===== src/rtl/req_encoder_if.sv =====
// req_encoder_if: request inputs, issued-code handshake and status bus of the request encoder
interface req_encoder_if #(
  parameter int WIDTH  = 8,
  parameter int CODE_W = 3,
  parameter int CNT_W  = 8
);
  logic [WIDTH-1:0]  req_in;
  logic [CODE_W-1:0] out_code;
  logic              out_valid;
  logic              out_ready;
  logic [WIDTH-1:0]  pending;
  logic [CODE_W:0]   pending_cnt;
  logic [CNT_W-1:0]  drop_cnt;
  modport master (
    output req_in, out_ready,
    input  out_code, out_valid, pending, pending_cnt, drop_cnt
  );
  modport slave (
    input  req_in, out_ready,
    output out_code, out_valid, pending, pending_cnt, drop_cnt
  );
endinterface


===== src/rtl/req_encoder.sv =====
// req_encoder: accumulates request pulses and issues their indices lowest-first over valid/ready
module req_encoder #(
  parameter int WIDTH  = 8,
  parameter int CODE_W = 3,
  parameter int CNT_W  = 8
) (
  input logic          clk,
  input logic          rst,
  req_encoder_if.slave bus
);
  logic [WIDTH-1:0]  pending_q, pending_d, clr_mask, cand, drops;
  logic [CODE_W-1:0] out_code_q, out_code_d, low;
  logic              out_valid_q, out_valid_d, accept, load;
  logic [CODE_W:0]   pending_cnt_q, pending_cnt_d, drop_sum;
  logic [CNT_W-1:0]  drop_cnt_q, drop_cnt_d;
  logic [CNT_W:0]    drop_wide;
  always_comb begin
    accept        = out_valid_q && bus.out_ready;
    clr_mask      = accept ? WIDTH'(1) << out_code_q : '0;
    cand          = pending_q & ~clr_mask;
    pending_d     = cand | bus.req_in;
    drops         = bus.req_in & cand;
    low           = '0;
    pending_cnt_d = '0;
    drop_sum      = '0;
    // descending scan so the lowest set index is the last one written
    for (int i = WIDTH - 1; i >= 0; i--) begin
      if (cand[i]) low = CODE_W'(i);
      pending_cnt_d = pending_cnt_d + (CODE_W+1)'(pending_d[i]);
      drop_sum      = drop_sum + (CODE_W+1)'(drops[i]);
    end
    load        = !out_valid_q || accept;
    out_valid_d = load ? |cand : out_valid_q;
    out_code_d  = load && |cand ? low : out_code_q;
    drop_wide   = {1'b0, drop_cnt_q} + (CNT_W+1)'(drop_sum);
    drop_cnt_d  = drop_wide[CNT_W] ? '1 : drop_wide[CNT_W-1:0];
  end
  always_ff @(posedge clk) begin
    if (rst) begin
      pending_q     <= '0;
      pending_cnt_q <= '0;
      out_valid_q   <= 1'b0;
      out_code_q    <= '0;
      drop_cnt_q    <= '0;
    end else begin
      pending_q     <= pending_d;
      pending_cnt_q <= pending_cnt_d;
      out_valid_q   <= out_valid_d;
      out_code_q    <= out_code_d;
      drop_cnt_q    <= drop_cnt_d;
    end
  end
  assign bus.pending     = pending_q;
  assign bus.pending_cnt = pending_cnt_q;
  assign bus.out_valid   = out_valid_q;
  assign bus.out_code    = out_code_q;
  assign bus.drop_cnt    = drop_cnt_q;
endmodule


===== src/flat_wrapper.sv =====
// flat-port wrapper written by rule: the top's interface ports become plain ports
module req_encoder_flat 
#(
  parameter int WIDTH  = 8,
  parameter int CODE_W = 3,
  parameter int CNT_W  = 8
)
  (clk, rst, bus_req_in, bus_out_ready, bus_out_code, bus_out_valid, bus_pending, bus_pending_cnt, bus_drop_cnt);
  req_encoder_if #(.WIDTH(WIDTH), .CODE_W(CODE_W), .CNT_W(CNT_W)) bus_i ();
  input logic clk;
  input logic rst;
  input wire logic [$bits(bus_i.req_in)-1:0] bus_req_in;
  input wire logic [$bits(bus_i.out_ready)-1:0] bus_out_ready;
  output wire logic [$bits(bus_i.out_code)-1:0] bus_out_code;
  output wire logic [$bits(bus_i.out_valid)-1:0] bus_out_valid;
  output wire logic [$bits(bus_i.pending)-1:0] bus_pending;
  output wire logic [$bits(bus_i.pending_cnt)-1:0] bus_pending_cnt;
  output wire logic [$bits(bus_i.drop_cnt)-1:0] bus_drop_cnt;
  assign bus_i.req_in = bus_req_in;
  assign bus_i.out_ready = bus_out_ready;
  assign bus_out_code = bus_i.out_code;
  assign bus_out_valid = bus_i.out_valid;
  assign bus_pending = bus_i.pending;
  assign bus_pending_cnt = bus_i.pending_cnt;
  assign bus_drop_cnt = bus_i.drop_cnt;
  req_encoder #(.WIDTH(WIDTH), .CODE_W(CODE_W), .CNT_W(CNT_W)) u_core (.clk(clk), .rst(rst), .bus(bus_i));
endmodule

===== config.mk =====
export PLATFORM = sky130hd
export DESIGN_NAME = req_encoder_flat
export DESIGN_NICKNAME = d
export VERILOG_FILES = /design/src/rtl/req_encoder_if.sv /design/src/rtl/req_encoder.sv /design/src/flat_wrapper.sv
export SDC_FILE = /design/constraint.sdc
export NUM_CORES = 1
export LEC_CHECK = 0
export ABC_CLOCK_PERIOD_IN_PS = 6600
export CAP_MARGIN = 0
export CORE_MARGIN = 3
export CORE_UTILIZATION = 50
export CTS_CLUSTER_SIZE = 25
export DETAILED_ROUTE_END_ITERATION = 6
export GPL_TIMING_DRIVEN = 0
export PLACE_DENSITY = 0.77
export SLEW_MARGIN = 0
export SYNTH_ARGS = -nofsm -noshare
export SYNTH_HDL_FRONTEND = slang
export SYNTH_SLANG_ARGS = --single-unit

===== constraint.sdc =====
create_clock -name clk -period 6.6 [get_ports clk]
set_clock_uncertainty 0.15 [all_clocks]
set_input_delay 1.32 -clock clk [delete_from_list [all_inputs] [get_ports clk]]
set_output_delay 1.32 -clock clk [all_outputs]
set_load 0.01 [all_outputs]

# Yosys cells after proc, flatten, opt, wreduce, memory -nomap -nowiden
# Index checks and enable logic that the tools add are counted.
# W data, S select, Z words.
[word_totals]
ff_bits = 24
latchBits = 0
ram_bits = 0
romBits = 0
out_inout_bits = 24
wordCells = 40
memories = 0
[classes]
add_sub_neg = 15
multipliers = 0
div_mod_pow = 0
order_cmp = 0
eq_ne = 0
shifts = 1
mux = 10
bitwise = 4
reduce_logical = 5
[ops]
columns = ["op", "n"]
rows = [
  ["$add A4 B1 Y4", 12],
  ["$mux W3", 8],
  ["$and A8 B8 Y8", 2],
  ["$mux W8", 2],
  ["$add A8 B4 Y9", 1],
  ["$not A8 Y8", 1],
  ["$or A8 B8 Y8", 1],
  ["$reduce_or A8 Y1", 1],
  ["$shl A1 B3 Y8 const A", 1],
  ["$add A1 B1 Y2", 2],
  ["$logic_and A1 B1 Y1", 2],
  ["$logic_not A1 Y1", 1],
  ["$logic_or A1 B1 Y1", 1],
]

# Depth between registers and ports, before layout
# Gate-level depths: netlist of run 1.
[depth]
word_depth = 14
depth_mapped = 18
mapped_depth_nobuf = 18

# Least setup slack after synthesis of run 1
# No wires, ideal clock.
[synth_timing]
path_type = "input port to flip-flop"
start = "input bus_out_ready"
end = "register u_core.drop_cnt_q[5] (netlist: u_core.bus.drop_cnt[5])"
setup_ns = 0.078
arrival_ns = 5.307
required_time_ns = 6.372
slack_ns = 1.065
path_stages = 17
n_path_buf = 0
path_cell_list = "and4_2 > nand2_1 > and3_1 > ha_1 > inv_1 > fa_1 > fa_1 > inv_1 > fa_1 > inv_1 > fa_1 > fa_1 > nor2b_1 > o21a_1 > o211ai_1 > and4_1 > nor3_1"
[synth_between]
elab_chain_cells = 14
[synth_rtl]
columns = ["element", "line", "rtl"]
rows = [
  ["start, declared", "flat_wrapper.sv:13", "input wire logic [$bits(bus_i.out_ready)-1:0] bus_out_ready;"],
  ["$logic_and A1 B1 Y1 *", "req_encoder.sv:18", "accept = out_valid_q && bus.out_ready;"],
  ["$mux W8 *", "req_encoder.sv:19", "clr_mask = accept ? WIDTH'(1) << out_code_q : '0;"],
  ["$not A8 Y8 *", "req_encoder.sv:20", "cand = pending_q & ~clr_mask;"],
  ["$and A8 B8 Y8 *", "req_encoder.sv:20", ""],
  ["$and A8 B8 Y8 *", "req_encoder.sv:22", "drops = bus.req_in & cand;"],
  ["$add A1 B1 Y2", "req_encoder.sv:30", "drop_sum = drop_sum + (CODE_W+1)'(drops[i]);"],
  ["$add A4 B1 Y4 (5 in a row)", "req_encoder.sv:30", ""],
  ["$add A4 B1 Y4 *", "req_encoder.sv:30", ""],
  ["$add A8 B4 Y9 *", "req_encoder.sv:35", "drop_wide = {1'b0, drop_cnt_q} + (CNT_W+1)'(drop_sum);"],
  ["$mux W8 *", "req_encoder.sv:36", "drop_cnt_d = drop_wide[CNT_W] ? '1 : drop_wide[CNT_W-1:0];"],
  ["end signal, assigned", "req_encoder.sv:50", "drop_cnt_q <= drop_cnt_d;"],
  ["end, declared", "req_encoder.sv:15", "logic [CNT_W-1:0] drop_cnt_q, drop_cnt_d;"],
]
# Mark *: on every way between the ends. The rest lies on a longest branch, timed or not.
# A chain may end at the register's enable or synchronous reset.

# Final worst setup path of run 1
# Same ends and word-level chain as after synthesis.

==> results.txt, run 1 <==
----------------------------------------------------
[Routing]
  Detail Route Antenna Nets ... 0
  Average wire length per cell after detail routing ... 14.6 um
  Routed wire length ... approximately 3500 um
  Remaining routing DRC violations ... 0
  Number of search-and-repair iterations in the first detailed-routing pass ... 4
  Vias ... 1291
  Via density ... 5.45
  Number of violations reported at the end of detailed-routing iteration 0 ... 46

[Floorplanning]
  Die boundary height ... around 62 um
  Chip width ... 61.5 um
  Total die area ... 3780 um2
  Total number of placement rows ... 19
  Number of top-level pins ... 35
  Initial core utilization ... 54.0%
  Core region area ... ~2900 um2

[GRT]
  Wire length of the first global-routing pass ... between 5000 and 6000 um
  Global route overflow ... 0
  Pin count of the biggest net entering global routing ... 14
  All-Layer GR Usage ... between 20% and 30%
  Vias in the first global route ... between 1000 and 1500
  Antenna violations before repair ... 0

[Final layout]
  Number of nets in the layout ... around 240
  Post-route cell area ... 1950 um2
  Fraction of final layout cells with drive strength greater than 1 ... under 10%
  Number of inserted diodes ... 0
  Area added between synthesis and finish ... 26.3%
  Filler cells ... 241

[Synthesis]
  Seq/Total Area, Yosys ... a little under a third
  Number of distinct library cells after synthesis ... 42
  Instance count of the mapped netlist ... 169
  Dominant synthesized flop cell ... dfxtp_1
  Library cell occupying the most area in the post-synthesis netlist ... dfxtp_1
  Synthesis Warnings ... 0
  Fraction of registers with async set/reset ... 0%
  Proportion of netlist area held by the largest area contributor ... between 30% and 40%
  Syn Std Cell Area ... 1540 um2
  Post-synth EDFFs ... 0
  Flip-flop and latch count after synthesis ... 24
  Avg Inst Size Synth ... roughly 9 um2
  Top cells by area in the synthesized netlist ... dfxtp_1, fa_1, ha_1
  Net count after synthesis ... a little under 200

[Placement]
  Post-Place Cell Area ... between 1500 and 2000 um2
  Worst setup slack before clock tree synthesis ... a little under 0.04 ns
  Final GP Congestion ... just over 0.8
  Port Buf Inserts ... 33
  HPWL Detailed ... between 2000 and 3000 um

[Worst setup path]
  Dominant delay contributor by cell family on the critical path ... adder cells
  Crit path cell chain ... clkdlybuf4s50_1 > and4_2 > nand2_1 > and3_1 > ha_1 > inv_1 > fa_1 > fa_1 > inv_1 > fa_1 > inv_1 > fa_1 > fa_1 > nor2b_1 > o21a_1 > o211ai_1 > and4_1 > nor3_1
  Worst setup SP type ... input port
  Largest driver fanout on the critical path ... 6
  Max incr delay on CP ... about 0.57 ns
  Critical path's slowest cell ... clkdlybuf4s50_1
  Cell mode on critical path ... fa_1
  Element type at the critical path end ... register
  Buf/Inv on CP ... 4
  Category of the most critical setup path ... in2reg
  Critical Path AT ... ~6.3 ns
  Crit path required time ... 6.70 ns

[Timing]
  Unrepaired setup endpoints after global routing ... false
  Setup total negative slack ... 0 ns
  Final Hold Violating Endpoints ... 0
  Max-slew violation count ... 0
  Setup-failing EPs final ... 0
  Minimum setup slack in the final design ... around 0.42 ns
  Post-route clock period utilization ... 93.7%
  Relative slew slack ... between 60% and 70%
  Fmax ... ~160 MHz
  Least-Margin Pin Slew ... about 0.53 ns
  Final period demand of the worst path ... between 6 and 7 ns

[Clock tree]
  CTS tree ... yes
  Total clock buffers created by CTS ... 3
  Total number of clock tree sinks ... 24
  Hold buffers post-CTS ... 0
  Clock latency reported for the late side of the worst-skew pair ... 0.32 ns
  H-tree depth reported by CTS ... 1
  Clk pin slew, worst setup/hold paths ... ~0.13 ns
  CTS Buffer Depth ... 2
  Clock root buffer ... clkbuf_4

[Outcome]
  Outcome ... completed

[Pwr]
  Leak ... just over 0.8 nW
  Total power divided by cell area ... between 200 and 250 nW/um2
  Overall power after layout ... between 0.4 and 0.5 mW
  Max rail drop VDD ... ~0.14 mV

[Flow run]
  Reported max-cap violation count ... 0

[Min path]
  Path category of the worst min-delay check ... reg2reg

----------------------------------------------------
==> where the power goes <==
part / switching, mW / total, mW / internal, mW
registers: 0.0136 / 0.180 / 0.166
clock network: 0.0462 / 0.0799 / 0.0338
logic: 0.0887 / 0.186 / 0.0974
==> worst register-to-register path, cell delays in order, from the launching register on <==
cell and delay (ns):
dfxtp_1 0.50, and4_2 0.31, nand2_1 0.08, and3_1 0.19, ha_1 0.28, inv_1 0.05
fa_1 0.51, fa_1 0.55, inv_1 0.06, fa_1 0.45, inv_1 0.09, fa_1 0.46
fa_1 0.45, nor2b_1 0.14, o21a_1 0.18, o211ai_1 0.18, and4_1 0.27, nor3_1 0.17
==> Yosys cell counts, types with 3 or more instances <==
| master | instances |
|---|---|
| a21oi_1 | 14 |
| dfxtp_1 | 24 |
| fa_1 | 9 |
| ha_1 | 10 |
| inv_1 | 17 |
| nand2_1 | 7 |
| nand2b_1 | 4 |
| nor2_1 | 9 |
| nor2b_1 | 14 |
| nor3_1 | 3 |
| o211ai_1 | 3 |
| o21a_1 | 5 |
| o21ai_0 | 6 |
| or2_2 | 6 |
==> flip-flops by register name (all words and copies together) (netlist names) <==
signal and count:
u_core.bus.out_valid 1, u_core.bus.pending_cnt 4, u_core.bus.pending 8, u_core.bus.out_code 3, u_core.bus.drop_cnt 8
==> per-stage QoR <==
step | hold slack [ns] | util (%) | std cells
after floorplan | 0.394 | - | 169
after global placement | 0.381 | 66.9 | 233
final | 0.414 | 68.2 | 237
after CTS | 0.415 | 68.2 | 237
after global routing | 0.462 | 68.2 | 237
after detailed placement | 0.397 | 66.9 | 233
==> area by class of cell <==
cell class	instances	area, um2	area share [%]
inverter	17	63.8	3.28
multi-input combinational	124	976	50.2
buffer	4	20.0	1.03
clock buffer	4	36.3	1.86
sequential	24	480	24.7
tap	31	38.8	1.99
timing repair buffer	33	330	17.0
==> per-layer routing <==
layer | vias to the layer above | share of wire [%] | track usage, %
met4 | 0 | 1.4 | 6.97
met2 | 34 | 51 | 36.3
met5 | - | 0 | 0
met1 | 590 | 44 | 25.2
met3 | 7 | 4.0 | 3.77
li1 | 660 | - | -
==> logic make-up (layout without fill, tap and decap cells) <==
group,count (synthesis),in the layout,share of synthesized area [%]
simple gates,59,59,23.0
compound gates,40,40,16.9
flops,24,24,31.2
buf+inv,21,58,5.44
fa+ha+maj,19,19,19.8
xor+xnor,4,4,2.27
mux,2,2,1.38
==> worst paths after layout <==
check                           slack [ns]  cells after the start                      to                   start
worst max-delay path                  0.42                     18  u_core.bus.drop_cnt[5]           bus_out_ready
worst min-delay path                  0.41                      2  u_core.bus.drop_cnt[6]  u_core.bus.drop_cnt[6]
worst max register to register        1.47                     17  u_core.bus.drop_cnt[5]  u_core.bus.out_code[1]
worst min register to register        0.41                      2  u_core.bus.drop_cnt[6]  u_core.bus.drop_cnt[6]
==> cell usage in the layout (no fill, tap or decap), types with 2 or more instances in the layout <==
master | netlist | layout
nand3b_1 | 2 | 2
a21o_1 | 2 | 2
o31a_2 | 2 | 2
a21oi_1 | 14 | 14
or2_2 | 6 | 6
nor3b_1 | 2 | 2
and3_1 | 2 | 2
nand4_1 | 2 | 2
xnor2_1 | 2 | 2
nor2b_1 | 14 | 14
o21ai_0 | 6 | 5
clkbuf_1 | 2 | 2
o21a_1 | 5 | 5
nor3_1 | 3 | 3
a211oi_1 | 2 | 2
fa_1 | 9 | 9
nand2b_1 | 4 | 4
nand2_1 | 7 | 7
ha_1 | 10 | 10
clkdlybuf4s50_1 | 0 | 33
xor2_1 | 2 | 2
inv_1 | 17 | 17
o211ai_1 | 3 | 3
nor2_1 | 9 | 9
clkbuf_4 | 0 | 3
dfxtp_1 | 24 | 24
==> repair_timing <==
item	4_1_cts	5_1_grt
resized for setup	0	1
buffers inserted	0	0
setup endpoints to repair	0	1
(Power assumes the default switching activity.)
==> run 2: changes to the inputs <==
--- a/config.mk
+++ b/config.mk
@@ -7,12 +7,14 @@
 export LEC_CHECK = 0
 export ABC_CLOCK_PERIOD_IN_PS = 6600
 export CAP_MARGIN = 0
+export CELL_PAD_IN_SITES_DETAIL_PLACEMENT = 0
+export CELL_PAD_IN_SITES_GLOBAL_PLACEMENT = 1
 export CORE_MARGIN = 3
-export CORE_UTILIZATION = 50
+export CORE_UTILIZATION = 37
 export CTS_CLUSTER_SIZE = 25
 export DETAILED_ROUTE_END_ITERATION = 6
 export GPL_TIMING_DRIVEN = 0
-export PLACE_DENSITY = 0.77
+export PLACE_DENSITY = 0.76
 export SLEW_MARGIN = 0
 export SYNTH_ARGS = -nofsm -noshare
 export SYNTH_HDL_FRONTEND = slang
==> run 2 against run 1 <==
  * Power up 1.4%
  * Sequential share of layout area is 0.33 points lower
  * Sequential power about the same
  * First-iteration DRC count rose by 20%
  * Cell area up 1.4%
  * Worst setup slack worse by 0.038 ns
  * Fmax down 0.61%
  * Critical path type unchanged
  * Sequential cell count did not move
  * Count of clock-buffer cells in the layout shrank 1
  * Wire length grew 3.7%
  * Final cell count up 6.8%
  * Largest power group is now sequential cells
  * Non-clock buffer count unchanged
==> results.txt, run 2 (synthesis results as in run 1) <==
----------------------------------------------------
[Floorplanning]
  Die boundary height ... 70.5 um (+15%)
  Total number of placement rows ... 22 (+3)
  Total die area ... 4970 um2 (+31%)
  Number of top-level pins ... 35 (unchanged)
  Core region area ... 3830 um2 (+34%)
  Initial core utilization ... 40.3% (-14 points)
  Chip width ... 70.5 um (+15%)

[Final layout]
  Area added between synthesis and finish ... 28.0%
  Number of nets in the layout ... 237 (unchanged)
  Top library cells by usage in the layout, fill and taps aside ... clkdlybuf4s50_1, dfxtp_1, inv_1
  Fraction of final layout cells with drive strength greater than 1 ... 8.78% (-0.44 points)
  Most frequent standard cell in the layout excluding fill and tap cells ... clkdlybuf4s50_1
  Number of inserted diodes ... 0 (unchanged)

[Timing]
  Relative slew slack ... 63.1% (-1.4 points)
  Setup-failing EPs final ... 0 (unchanged)
  Minimum setup slack in the final design ... 0.379 ns (-0.0382 ns)
  Fmax ... 161 MHz (-0.61%)
  Final period demand of the worst path ... 6.22 ns (+0.0382 ns)
  Unrepaired setup endpoints after global routing ... false
  Least-Margin Pin Slew ... 0.553 ns (+0.0212 ns)
  Final Hold Violating Endpoints ... 0 (unchanged)
  Setup total negative slack ... 0 ns (unchanged)
  Max-slew violation count ... 0 (unchanged)
  Post-route clock period utilization ... 94.3% (+0.58 points)

[GRT]
  Pin count of the biggest net entering global routing ... 13 (-1)
  Antenna violations before repair ... 0 (unchanged)
  All-Layer GR Usage ... 15.2% (-5.4 points)
  Global route overflow ... 0 (unchanged)
  Vias in the first global route ... 1335 (+3.8%)
  Wire length of the first global-routing pass ... 6080 um (+6.8%)

[Clock tree]
  Total clock buffers created by CTS ... 3 (unchanged)
  Resized cells post-CTS ... 0 (unchanged)
  CTS Buffer Depth ... 2 (unchanged)
  Post-CTS Setup Repair Bufs ... 0 (unchanged)
  CTS tree ... yes
  Clock latency reported for the late side of the worst-skew pair ... 0.27 ns (-0.05 ns)
  Hold buffers post-CTS ... 0 (unchanged)
  H-tree depth reported by CTS ... 1 (unchanged)
  Total number of clock tree sinks ... 24 (unchanged)
  Clk pin slew, worst setup/hold paths ... 0.09 ns (-0.04 ns)
  Clock root buffer ... clkbuf_8

[Routing]
  Remaining routing DRC violations ... 0 (unchanged)
  Average wire length per cell after detail routing ... 14.2 um (-2.9%)
  Via density ... 5.17 (-5.1%)
  Vias ... 1308 (+1.3%)
  Routed wire length ... 3590 um (+3.7%)
  Number of search-and-repair iterations in the first detailed-routing pass ... 4 (unchanged)
  Number of violations reported at the end of detailed-routing iteration 0 ... 55 (+20%)
  Detail Route Antenna Nets ... 0 (unchanged)

[Placement]
  Port Buf Inserts ... 33 (unchanged)
  Worst setup slack before clock tree synthesis ... 0.0814 ns (+0.0429 ns)
  Final GP Congestion ... 0.900 (+11%)
  HPWL Detailed ... 2840 um (+1.4%)

[Outcome]
  Outcome ... completed

[Worst setup path]
  Critical Path AT ... 6.27 ns (about the same)
  Element type at the critical path end ... register
  Largest driver fanout on the critical path ... 6 (unchanged)
  Crit path required time ... 6.65 ns (-0.05 ns)
  Crit path cell chain ... clkdlybuf4s50_1 > and4_2 > nand2_1 > and3_1 > ha_1 > inv_1 > fa_1 > fa_1 > inv_1 > fa_1 > inv_1 > fa_1 > fa_1 > nor2b_1 > o21a_1 > o211ai_1 > and4_1 > nor3_1
  Max incr delay on CP ... 0.57 ns (about the same)
  Cell mode on critical path ... fa_1
  Critical path's slowest cell ... clkdlybuf4s50_1
  Category of the most critical setup path ... in2reg
  Worst setup SP type ... input port

[Min path]
  Path category of the worst min-delay check ... reg2reg

[Pwr]
  Total power divided by cell area ... 229 nW/um2 (about the same)
  Max rail drop VDD ... 0.0958 mV (-31%)
  Leak ... 0.821 nW (about the same)

[Flow run]
  Reported max-cap violation count ... 0 (unchanged)

----------------------------------------------------
## run 2: changes by cell type in the layout (fill, tap and decap cells not counted)
| cell | previous run | this run |
|---|---|---|
| clkbuf_8 | 1 | 3 |
| clkbuf_4 | 3 | 0 |
## run 2: critical path, delay by kind of cell
kind                     cells  cell delay, ns
AND/OR/NAND/NOR              6            1.15
buffers and inverters        4            0.77
AO/OA/AOI/OAI                2            0.38
adder cells (fa/ha/maj)      6            2.65
## run 2: cell type report
class	count	area [um2]
Clock buffer	3	41.3
Inverter	17	63.8
Sequential cell	24	480
Timing Repair Buffer	33	330
Tap cell	48	60.1
Buffer	4	20.0
Multi-Input combinational cell	124	976
Fill cell	371	1850
## run 2: routing by layer
layer  part of all wire (%)  track usage [%]  up-vias  routed length, um
li1                       -                -      657                  -
met2                     49             25.9       28               1750
met5                      0                0        -                  0
met4                    1.1             4.47        0                 38
met1                     47             19.9      618               1670
met3                    3.5             2.30        5                127
## run 2: where the power goes
group	switching (mW)	total [mW]	internal, mW
Clock	0.0494	0.0904	0.0409
Sequential	0.0142	0.181	0.166
Combinational	0.0855	0.181	0.0958
## run 2: final timing paths
check	depth (start not counted)	from	slack [ns]	end
worst max-delay path	18	bus_out_ready	0.38	u_core.bus.drop_cnt[5]
worst min register to register	2	u_core.bus.drop_cnt[6]	0.40	u_core.bus.drop_cnt[6]
worst min-delay path	2	u_core.bus.drop_cnt[6]	0.40	u_core.bus.drop_cnt[6]
worst max register to register	17	u_core.bus.out_code[1]	1.47	u_core.bus.drop_cnt[5]
## run 2: per-stage QoR
stage / utilization [%] / total power [mW] / area (um2) / hold slack [ns] / std cells
final: 51.5 / 0.452 / 1970 / 0.400 / 253
after global placement: 50.5 / 0.363 / 1930 / 0.383 / 250
after CTS: 51.5 / 0.459 / 1970 / 0.400 / 253
after floorplan: - / 0.293 / 1540 / 0.394 / 169
after detailed placement: 50.5 / 0.367 / 1930 / 0.381 / 250
after global routing: 51.5 / 0.485 / 1970 / 0.432 / 253
==> run 3: changes to the inputs <==
--- a/config.mk
+++ b/config.mk
@@ -15,7 +15,6 @@
 export DETAILED_ROUTE_END_ITERATION = 6
 export GPL_TIMING_DRIVEN = 0
 export PLACE_DENSITY = 0.76
-export SLEW_MARGIN = 0
 export SYNTH_ARGS = -nofsm -noshare
 export SYNTH_HDL_FRONTEND = slang
 export SYNTH_SLANG_ARGS = --single-unit
==> results of run 3 <==
Same layout as run 2: the final DEF is identical, and so are final timing and power.
